`config.mk`:
```
export PLATFORM = sky130hd
export DESIGN_NAME = booth_datapath
export DESIGN_NICKNAME = d
export VERILOG_FILES = /design/src/rtl/booth_pkg.sv /design/src/rtl/booth_step.sv /design/src/rtl/booth_datapath.sv
export SDC_FILE = /design/constraint.sdc
export NUM_CORES = 1
export LEC_CHECK = 0
export CORE_ASPECT_RATIO = 1.1
export CORE_MARGIN = 4
export CORE_UTILIZATION = 45
export DETAILED_ROUTE_END_ITERATION = 12
export PLACE_DENSITY = 0.68
export SLEW_MARGIN = 30
export SYNTH_ARGS = -nofsm -noshare
export SYNTH_HDL_FRONTEND = slang
export SYNTH_HIERARCHICAL = 1
export SYNTH_SLANG_ARGS = --single-unit
```
`constraint.sdc`:
```
create_clock -name clk -period 2.9 [get_ports clk]
set_input_delay 0.29 -clock clk [delete_from_list [all_inputs] [get_ports clk]]
set_output_delay 0.29 -clock clk [all_outputs]
set_load 0.02 [all_outputs]
```
`src/rtl/booth_pkg.sv`:
```
// booth_pkg: shared definitions for the radix-2 Booth multiplier datapath.
//   BOOTH_WIDTH  - default operand width in bits
//   booth_op_e   - Booth recoding action for one iteration
//   booth_decode - maps the recoding pair {Q[0], Q_m1} to an action
package booth_pkg;

  localparam int BOOTH_WIDTH = 8;

  typedef enum logic [1:0] {
    BOOTH_NOP = 2'd0,
    BOOTH_ADD = 2'd1,
    BOOTH_SUB = 2'd2
  } booth_op_e;

  // {Q[0], Q_m1}: 01 ends a run of ones (add M), 10 starts one (subtract M).
  function automatic booth_op_e booth_decode(input logic q0, input logic q_m1);
    case ({q0, q_m1})
      2'b01:   return BOOTH_ADD;
      2'b10:   return BOOTH_SUB;
      default: return BOOTH_NOP;
    endcase
  endfunction

endpackage

```
`src/rtl/booth_step.sv`:
```
// booth_step: one radix-2 Booth iteration, purely combinational.
//   a, q, q_m1                   - current accumulator / multiplier / guard bit
//   m                            - sign-extended multiplicand (WIDTH+1 bits)
//   a_next, q_next, q_m1_next    - {A,Q,Q_m1} after add/sub and arithmetic shift
module booth_step
  import booth_pkg::*;
#(
  parameter int WIDTH = BOOTH_WIDTH
) (
  input  logic [WIDTH:0]   a,
  input  logic [WIDTH-1:0] q,
  input  logic             q_m1,
  input  logic [WIDTH:0]   m,
  output logic [WIDTH:0]   a_next,
  output logic [WIDTH-1:0] q_next,
  output logic             q_m1_next
);

  booth_op_e       op;
  logic [WIDTH:0]  sum;

  always_comb begin
    op  = booth_decode(q[0], q_m1);
    sum = a;
    case (op)
      BOOTH_ADD: sum = a + m;
      BOOTH_SUB: sum = a - m;
      default:   sum = a;
    endcase
    // Arithmetic right shift of {sum, q, q_m1}: the sign bit of A is replicated.
    a_next    = {sum[WIDTH], sum[WIDTH:1]};
    q_next    = {sum[0], q[WIDTH-1:1]};
    q_m1_next = q[0];
  end

endmodule

```
`src/rtl/booth_datapath.sv`:
```
// booth_datapath: radix-2 Booth signed-multiplier datapath, responder to the
// Booth controller FSM. Holds operands, accumulator and iteration counter and
// registers the final 2*WIDTH-bit product.
//
// Ports:
//   clk          - system clock, rising edge
//   reset        - asynchronous active-low reset
//   multiplicand - signed operand M, sampled on en_i
//   multiplier   - signed operand Q, sampled on en_i
//   en_i         - load operands and start (highest priority, restarts if busy)
//   en_pp        - perform one Booth iteration
//   en_fp        - capture final product
//   valid_out    - all iterations complete (busy && count==0), from registers
//   product      - signed product, registered, held until the next capture
//   done         - one-cycle pulse in the cycle after the product updates
//
// Optional build macro: BOOTH_EARLY_TERM_EN. When defined, an accepted en_pp
// whose remaining multiplier bits Q[count-1:0] and Q_m1 are uniform finishes
// all remaining (no-op) iterations in one barrel shift and clears count.
//
// Handshake: the controller holds en_pp high while valid_out is low; once
// valid_out is high it asserts en_fp, which is accepted only while busy.
// Strobes that arrive when the datapath cannot use them are ignored.
module booth_datapath
  import booth_pkg::*;
#(
  parameter int WIDTH = BOOTH_WIDTH
) (
  input  logic                 clk,
  input  logic                 reset,
  input  logic [WIDTH-1:0]     multiplicand,
  input  logic [WIDTH-1:0]     multiplier,
  input  logic                 en_i,
  input  logic                 en_pp,
  input  logic                 en_fp,
  output logic                 valid_out,
  output logic [2*WIDTH-1:0]   product,
  output logic                 done
);

  localparam int CW = $clog2(WIDTH + 1);
  localparam logic [CW-1:0] COUNT_INIT = CW'(WIDTH);

  logic [WIDTH:0]   a_r;
  logic [WIDTH:0]   m_r;
  logic [WIDTH-1:0] q_r;
  logic             q_m1_r;
  logic [CW-1:0]    count_r;
  logic             busy_r;

  logic [WIDTH:0]   step_a;
  logic [WIDTH-1:0] step_q;
  logic             step_q_m1;

  logic             early_term;
  logic             pp_accept;
  logic             fp_accept;

  booth_step #(.WIDTH(WIDTH)) u_step (
    .a         (a_r),
    .q         (q_r),
    .q_m1      (q_m1_r),
    .m         (m_r),
    .a_next    (step_a),
    .q_next    (step_q),
    .q_m1_next (step_q_m1)
  );

`ifdef BOOTH_EARLY_TERM_EN
  logic [WIDTH-1:0]          et_mask;
  logic [WIDTH-1:0]          et_bits;
  logic signed [2*WIDTH+1:0] et_vec;
  logic signed [2*WIDTH+1:0] et_shifted;

  always_comb begin
    // Low count bits set; a shift by WIDTH leaves the whole word selected.
    et_mask    = ~({WIDTH{1'b1}} << count_r);
    et_bits    = q_r & et_mask;
    // Uniform remaining bits mean every remaining step is a NOP plus shift.
    early_term = ((et_bits == '0) && !q_m1_r) ||
                 ((et_bits == et_mask) && q_m1_r);
    et_vec     = $signed({a_r, q_r, q_m1_r});
    et_shifted = et_vec >>> count_r;
  end
`else
  assign early_term = 1'b0;
`endif

  assign valid_out = busy_r && (count_r == '0);
  assign pp_accept = en_pp && busy_r && (count_r != '0);
  // With both strobes high, en_fp only wins once the iterations are finished.
  assign fp_accept = en_fp && busy_r && (valid_out || !en_pp);

  always_ff @(posedge clk or negedge reset) begin
    if (!reset) begin
      a_r     <= '0;
      m_r     <= '0;
      q_r     <= '0;
      q_m1_r  <= 1'b0;
      count_r <= '0;
      busy_r  <= 1'b0;
      product <= '0;
      done    <= 1'b0;
    end else begin
      done <= 1'b0;
      if (en_i) begin
        a_r     <= '0;
        m_r     <= {multiplicand[WIDTH-1], multiplicand};
        q_r     <= multiplier;
        q_m1_r  <= 1'b0;
        count_r <= COUNT_INIT;
        busy_r  <= 1'b1;
      end else if (fp_accept) begin
        // A[WIDTH] is only a guard bit; the low 2*WIDTH bits are exact.
        product <= {a_r[WIDTH-1:0], q_r};
        busy_r  <= 1'b0;
        done    <= 1'b1;
      end else if (pp_accept) begin
`ifdef BOOTH_EARLY_TERM_EN
        if (early_term) begin
          {a_r, q_r, q_m1_r} <= et_shifted;
          count_r            <= '0;
        end else begin
          a_r     <= step_a;
          q_r     <= step_q;
          q_m1_r  <= step_q_m1;
          count_r <= count_r - 1'b1;
        end
`else
        a_r     <= step_a;
        q_r     <= step_q;
        q_m1_r  <= step_q_m1;
        count_r <= count_r - 1'b1;
`endif
      end
    end
  end

endmodule

```
==> impl_table.tex, run 1 <==
\begin{tabular}{lr}
\hline
Metric & Value \\
\hline
\multicolumn{2}{l}{\textbf{Run status}} \\
Outcome & finished with violations \\
Failing checks & negative hold slack \\
\multicolumn{2}{l}{\textbf{Route}} \\
WL/cell & between 15 and 20 µm \\
Antenna Violating Nets Remaining & 0 \\
DRC violation count after routing & 0 \\
Wire length reported by the detailed router & 5770 µm \\
Mean number of vias per cell & 5.42 \\
DR vias & around 2,100 \\
Initial DRC count & 96 \\
Drt first pass iters & 4 \\
\multicolumn{2}{l}{\textbf{Job}} \\
Number of max-capacitance violations reported & 0 \\
\multicolumn{2}{l}{\textbf{Critical path}} \\
Reg-to-reg slack, setup & 0.33 ns \\
Buffering stage count on the worst path with inverters included & 1 \\
Maximum single-stage delay on the critical path & 0.38 ns \\
Arrival time at the worst endpoint & 2.79 ns \\
Critical Path RT & around 3.1 ns \\
Worst reg-to-reg path cell count & 11 \\
Top fanout value on the critical path & 9 \\
Reg2Reg Launch Point & q\_m1\_r \\
Crit path launch type & register \\
Worst setup path class & reg2reg \\
Dominant delay contributor by cell family on the critical path & compound AO/OA/AOI/OAI gates \\
Crit-path slowest cell & sky130\_fd\_sc\_hd\_\_dfrtp\_1 \\
Stages on worst setup path & 11 \\
Cells along the critical path & inv\_1 -> ha\_2 -> mux2i\_2 -> ha\_1 -> nor2b\_1 -> o21ai\_1 -> a21boi\_0 -> o311a\_1 -> a211oi\_2 -> nand3\_1 -> a21oi\_1 \\
Launch point of the critical path & q\_m1\_r \\
Category of the worst setup path capture point & register \\
\multicolumn{2}{l}{\textbf{Clock tree}} \\
Clk root buf & sky130\_fd\_sc\_hd\_\_clkbuf\_8 \\
Clock latency on the worst-skew pair & 0.30 ns \\
Post-CTS clock slew at the launch and capture registers of the worst setup and hold paths & $\sim$0.090 ns \\
CTS max path bufs & 2 \\
Clock buffers created by TritonCTS & 5 \\
\# clock sinks & 48 \\
Count of hold buffers inserted by post-cts repair & 0 \\
CTS tree & built \\
Number of buffers added for setup after CTS & 0 \\
Number of levels the H-tree was split into & 2 \\
\multicolumn{2}{l}{\textbf{Power and ir drop}} \\
Pwr Total & 2.29 mW \\
Leakage power figure & 1.35 nW \\
Power density over cell area & 698 mW/mm² \\
Worst voltage drop across the vdd grid & roughly 0.41 mV \\
\multicolumn{2}{l}{\textbf{Synth}} \\
Cell area after synthesis & 0.00282 mm² \\
Count of mapped cells out of synthesis & 275 \\
Post-Synthesis Net Count & 308 \\
Average cell area after synthesis & 10.2 µm² \\
Async set-or-reset flop fraction in the synthesized netlist & 1.00 \\
Total of warnings raised by yosys & 6 \\
Distinct cell type count after synthesis & 50 \\
Count of state elements after synthesis & 48 \\
Number of flops mapped to enable cells by yosys & 0 \\
Most used flip-flop cell after synthesis & sky130\_fd\_sc\_hd\_\_dfrtp\_1 \\
Portion of the post-synthesis area used by sequential elements & 0.426 \\
\multicolumn{2}{l}{\textbf{Placement}} \\
Number of placed cells counting well taps & approximately 370 \\
GP Congestion & 0.864 \\
HPWL Detailed & 3970 µm \\
Buffers added on ports & 38 \\
\multicolumn{2}{l}{\textbf{STA}} \\
Number of max-slew violations in the final report & 0 \\
Final min period & 2.57 ns \\
Summed negative setup slack over all endpoints & 0 ns \\
Setup violations, final & 0 \\
Peak Freq & 389 MHz \\
Setup skew after layout & 0.00537 ns \\
Final Hold Fails & 1 \\
Share of the cycle needed by the critical path after routing & 0.885 \\
Smallest hold slack & -0.000249 ns \\
Relative slew slack & 0.598 \\
Least-Margin Pin Slew & 0.603 ns \\
Setup repair after global routing missed its margin & false \\
\multicolumn{2}{l}{\textbf{Floorplanning}} \\
Die width & between 80 and 90 µm \\
Initial Util & 0.476 \\
Core Footprint & roughly 0.0059 mm² \\
Full die area & 0.00759 mm² \\
Rows & 29 \\
Height of the chip & 91.0 µm \\
Top-level port count & 39 \\
\multicolumn{2}{l}{\textbf{Finish}} \\
Final layout net count & 334 \\
Ant diodes & 0 \\
Highest-count cells in the layout ignoring fill and taps & sky130\_fd\_sc\_hd\_\_dfrtp\_1, sky130\_fd\_sc\_hd\_\_clkdlybuf4s50\_1, sky130\_fd\_sc\_hd\_\_o21ai\_0, sky130\_fd\_sc\_hd\_\_a21oi\_1, sky130\_fd\_sc\_hd\_\_mux2\_2 \\
Non-filler cells in the finished layout & 379 \\
Most common library cell in the layout ignoring fill and taps & sky130\_fd\_sc\_hd\_\_dfrtp\_1 \\
Area growth syn-to-layout & 16.5\% \\
Total of fill cells in the finished design & 511 \\
Fraction of final layout cells sized beyond drive strength 1 & 0.159 \\
\multicolumn{2}{l}{\textbf{GRT}} \\
Number of global-route vias before repair & 2,173 \\
Antenna violations before repair & 0 \\
Global route total overflow & 0 \\
Largest net degree at the start of global routing & 49 \\
Global-route wire length before repair & 10,200 µm \\
Global-route usage over all layers & 0.160 \\
\multicolumn{2}{l}{\textbf{Hold path}} \\
Worst Hold Class & in2async \\
\hline
\end{tabular}
==> where the power goes <==
part / internal (mW) / total, mW / switching [mW]
clock: 0.191 / 0.412 / 0.221
combinational: 0.488 / 0.974 / 0.485
sequential: 0.800 / 0.906 / 0.106
==> state kept, by name (all words and copies together) (netlist names) <==
name     flops
product     16
a_r          9
m_r          8
q_r          8
count_r      4
busy_r       1
done         1
q_m1_r       1
==> worst reg2reg max path, cell delays in order, from the launching register on <==
cell	delay, ns
sky130_fd_sc_hd__dfrtp_1	0.38
sky130_fd_sc_hd__inv_1	0.06
sky130_fd_sc_hd__ha_2	0.27
sky130_fd_sc_hd__mux2i_2	0.30
sky130_fd_sc_hd__ha_1	0.27
sky130_fd_sc_hd__nor2b_1	0.13
sky130_fd_sc_hd__o21ai_1	0.14
sky130_fd_sc_hd__a21boi_0	0.22
sky130_fd_sc_hd__o311a_1	0.36
sky130_fd_sc_hd__a211oi_2	0.15
sky130_fd_sc_hd__nand3_1	0.10
sky130_fd_sc_hd__a21oi_1	0.14
==> cell type report <==
cell class | instances | area [µm²] | share of cell area
Multi-Input combinational cell | 191 | 1430 | 0.434
Clock inverter | 2 | 10.0 | 0.00305
Clock buffer | 6 | 82.6 | 0.0252
Timing Repair Buffer | 45 | 430 | 0.131
Sequential cell | 48 | 1200 | 0.366
Tap cell | 77 | 96.3 | 0.0293
Inverter | 10 | 37.5 | 0.0114
==> timing repair <==
action | CTS | global route
endpoints found under the hold margin | 0 | 0
resized for setup | 0 | 3
setup endpoints to repair | 0 | 4
==> routing by layer <==
layer,global-route usage,wire length [µm],up-vias
li1,-,-,1028
met1,0.210,2720,980
met2,0.270,2790,43
met3,0.0317,212,5
met4,0.0456,43,0
met5,0,0,-
==> path summary, 6_finish.rpt <==
check | endpoint
worst max-delay path | a_r[6]
worst min-delay path | product[12]
worst max register to register | a_r[6]
worst min register to register | product[13]
max in group asynchronous | product[0]
min in group clk | product[13]
==> cells in the mapped netlist (9+ instances only) <==
| library cell | number | area [µm²] |
|---|---|---|
| sky130_fd_sc_hd__dfrtp_1 | 48 | 1200 |
| sky130_fd_sc_hd__o21ai_0 | 25 | 125 |
| sky130_fd_sc_hd__a21oi_1 | 24 | 120 |
| sky130_fd_sc_hd__mux2_2 | 17 | 191 |
| sky130_fd_sc_hd__clkbuf_1 | 14 | 52.6 |
| sky130_fd_sc_hd__ha_1 | 11 | 138 |
| sky130_fd_sc_hd__nand3_1 | 11 | 55.1 |
| sky130_fd_sc_hd__a31oi_1 | 10 | 62.6 |
| sky130_fd_sc_hd__inv_1 | 10 | 37.5 |
| sky130_fd_sc_hd__nor2b_1 | 10 | 62.6 |
| sky130_fd_sc_hd__buf_4 | 9 | 67.6 |
| sky130_fd_sc_hd__nand2_1 | 9 | 33.8 |
| sky130_fd_sc_hd__nor2_1 | 9 | 33.8 |
==> cells by family (layout without fill, tap and decap cells) <==
| kind of cell | after synthesis | in the layout | synth area share |
|---|---|---|---|
| DFF | 48 | 48 | 0.426 |
| AOI/OAI and AO/OA | 82 | 82 | 0.178 |
| adders and majority gates | 12 | 12 | 0.0559 |
| and+or+nand+nor | 59 | 59 | 0.118 |
| buffers and inverters | 36 | 63 | 0.0702 |
| muxes | 27 | 27 | 0.118 |
| xor gates and xnor gates | 11 | 11 | 0.0342 |
==> metrics by stage <==
stage / worst slack (ns) / util / hold WS, ns / area [µm²]
6_report: 0.332 / 0.555 / -0.000249 / 3280
4_1_cts: 0.216 / 0.554 / 0.0161 / 3280
2_1_floorplan: 0.398 / - / -0.00559 / 2820
3_3_place_gp: 0.343 / 0.538 / 0.496 / 3180
5_1_grt: 0.0493 / 0.555 / 0.0468 / 3280
3_5_place_dp: 0.244 / 0.538 / 0.345 / 3180
(Power assumes the default switching activity.)
==> run 2, diff against run 1 <==
CORE_MARGIN = 2   (was 4)
MAX_ROUTING_LAYER = met4   (was unset)
==> run 2 against run 1 <==
Effect of this change: clock skew grew 0.0034 ns; sequential power is essentially flat; worst setup slack lost 0.011 ns; the flow still finishes with violations (negative hold slack); flip-flop and latch count is the same; cell count grew 0.79%; die area shrank 9.0%; largest power group unchanged; maximum frequency shrank 0.42%.
==> impl_table.tex, run 2 (synthesis results as in run 1) <==
\begin{tabular}{lr}
\hline
Metric & Value \\
\hline
\multicolumn{2}{l}{\textbf{Floorplanning}} \\
Height of the chip & 87.0 µm \\
Die width & 79.4 µm \\
Top-level port count & 39 \\
Core Footprint & 0.00612 mm² \\
Initial Util & 0.461 \\
Rows & 30 \\
Full die area & 0.00691 mm² \\
\multicolumn{2}{l}{\textbf{Finish}} \\
Highest-count cells in the layout ignoring fill and taps & sky130\_fd\_sc\_hd\_\_dfrtp\_1, sky130\_fd\_sc\_hd\_\_clkdlybuf4s50\_1, sky130\_fd\_sc\_hd\_\_o21ai\_0, sky130\_fd\_sc\_hd\_\_a21oi\_1, sky130\_fd\_sc\_hd\_\_mux2\_2 \\
Fraction of final layout cells sized beyond drive strength 1 & 0.156 \\
Register name with the most flops & product \\
Ant diodes & 0 \\
Total of fill cells in the finished design & 560 \\
Top Registers & product: 16 flops, a\_r: 9 flops \\
Flip-flop count of the largest register after layout & 16 \\
Area growth syn-to-layout & 17.5\% \\
Most common library cell in the layout ignoring fill and taps & sky130\_fd\_sc\_hd\_\_dfrtp\_1 \\
Final layout net count & about 330 \\
Finished Cell Area & 0.00331 mm² \\
Non-filler cells in the finished layout & 382 \\
\multicolumn{2}{l}{\textbf{Route}} \\
WL/cell & 14.7 µm \\
Initial DRC count & 117 \\
Mean number of vias per cell & between 5 and 6 \\
Drt first pass iters & 4 \\
DR vias & 2,122 \\
Antenna Violating Nets Remaining & 0 \\
DRC violation count after routing & 0 \\
Wire length reported by the detailed router & 5630 µm \\
\multicolumn{2}{l}{\textbf{Clock tree}} \\
Number of levels the H-tree was split into & 2 \\
CTS max path bufs & 2 \\
Post-CTS clock slew at the launch and capture registers of the worst setup and hold paths & 0.09 ns \\
Clock latency on the worst-skew pair & 0.30 ns \\
Clock buffers created by TritonCTS & 5 \\
\# clock sinks & 48 \\
CTS tree & built \\
Clk root buf & sky130\_fd\_sc\_hd\_\_clkbuf\_8 \\
\multicolumn{2}{l}{\textbf{Critical path}} \\
Critical Path RT & between 3 and 4 ns \\
Crit path launch type & register \\
Arrival time at the worst endpoint & 2.80 ns \\
Buffering stage count on the worst path with inverters included & 0 \\
Crit-path slowest cell & sky130\_fd\_sc\_hd\_\_fa\_1 \\
Top fanout value on the critical path & 9 \\
Dominant delay contributor by cell family on the critical path & compound AO/OA/AOI/OAI gates \\
Cells along the critical path & ha\_2 -> mux2i\_1 -> fa\_1 -> a211oi\_1 -> o21ai\_1 -> a22o\_1 -> nand3b\_1 -> xnor2\_1 -> nand3\_1 -> a21oi\_1 \\
Worst setup path class & reg2reg \\
Category of the worst setup path capture point & register \\
Maximum single-stage delay on the critical path & 0.47 ns \\
\multicolumn{2}{l}{\textbf{Run status}} \\
Failing checks & negative hold slack \\
Outcome & finished with violations \\
\multicolumn{2}{l}{\textbf{STA}} \\
Relative slew slack & 0.593 \\
Peak Freq & 388 MHz \\
Share of the cycle needed by the critical path after routing & 0.889 \\
Number of max-slew violations in the final report & 0 \\
Summed negative setup slack over all endpoints & 0 ns \\
Setup violations, final & 0 \\
Fin worst setup slack & 0.321 ns \\
Setup skew after layout & 0.00877 ns \\
Final min period & $\sim$2.6 ns \\
Setup repair after global routing missed its margin & false \\
Smallest hold slack & -0.0232 ns \\
Final Hold Fails & 14 \\
Least-Margin Pin Slew & between 0.6 and 0.7 ns \\
\multicolumn{2}{l}{\textbf{Hold path}} \\
Worst Hold Class & in2async \\
\multicolumn{2}{l}{\textbf{Power and ir drop}} \\
Leakage power figure & 1.37 nW \\
Internal power component & 1.56 mW \\
Portion of total power attributed to combinational logic & 0.404 \\
Switching share of power & 0.341 \\
Portion of total power attributed to the clock network & 0.215 \\
Sequential Power Share & 0.381 \\
Power density over cell area & 717 mW/mm² \\
Switching power of the nets & 810 µW \\
Worst voltage drop across the vdd grid & 0.365 mV \\
\multicolumn{2}{l}{\textbf{GRT}} \\
Antenna violations before repair & 0 \\
Global-route wire length before repair & roughly 9700 µm \\
Largest net degree at the start of global routing & 49 \\
Global-route track usage on met2 & 0.286 \\
Met3 track demand over resource & 0.0342 \\
Global-route usage over all layers & 0.182 \\
Global route hottest layer & met2 \\
Number of global-route vias before repair & about 2,000 \\
Routing usage on met1 & 0.239 \\
Global route total overflow & 0 \\
\multicolumn{2}{l}{\textbf{Placement}} \\
Buffers added on ports & 38 \\
Number of placed cells counting well taps & $\sim$370 \\
GP Congestion & 0.880 \\
Cell Area, Placed & 0.00319 mm² \\
Placement Setup Slack & 0.256 ns \\
HPWL Detailed & 3860 µm \\
\multicolumn{2}{l}{\textbf{Job}} \\
Number of max-capacitance violations reported & 0 \\
\hline
\end{tabular}
==> run 2: worst paths after layout <==
kind	slack (ns)	from	endpoint	depth (start not counted)
worst max-delay path	0.32	q_r[0]	a_r[7]	10
worst max register to register	0.32	q_r[0]	a_r[7]	10
worst min register to register	0.51	product[4]	product[4]	1
min in group clk	0.51	product[4]	product[4]	1
max in group asynchronous	2.50	reset	count_r[2]	1
worst min-delay path	-0.02	reset	done	1
==> run 2: repair_timing <==
item,4_1_cts,5_1_grt
endpoints found under the hold margin,0,0
gates resized for setup,0,2
buffers inserted,0,0
endpoints found under the setup margin,0,3
hold buffers,0,0
==> run 2: stage by stage <==
stage / total power, mW / utilization
3_5_place_dp: 1.88 / 0.521
4_1_cts: 2.40 / 0.541
3_3_place_gp: 1.87 / 0.521
2_1_floorplan: 1.60 / -
6_report: 2.37 / 0.541
5_1_grt: 2.55 / 0.541
==> run 2: metal layers <==
metal,vias up,share of wire
li1,1030,-
met1,1033,0.47
met2,49,0.48
met3,10,0.031
met4,0,0.018
met5,-,0
==> run 2: final cells by class <==
type,instances,area [µm²],area share
Multi-Input combinational cell,191,1420,0.429
Sequential cell,48,1200,0.363
Timing Repair Buffer,45,430,0.130
Tap cell,80,100,0.0302
Clock buffer,6,82.6,0.0249
Clock inverter,2,38.8,0.0117
Inverter,10,37.5,0.0113
==> run 2: power by group through the flow <==
stage          Clock (mW)  Combinational, mW  Sequential [mW]
5_1_grt             0.556               1.07            0.928
3_3_place_gp            0              0.948            0.919
2_1_floorplan           0              0.616            0.985
3_5_place_dp            0              0.959            0.921
6_report            0.510              0.959            0.906
4_1_cts             0.524              0.967            0.909
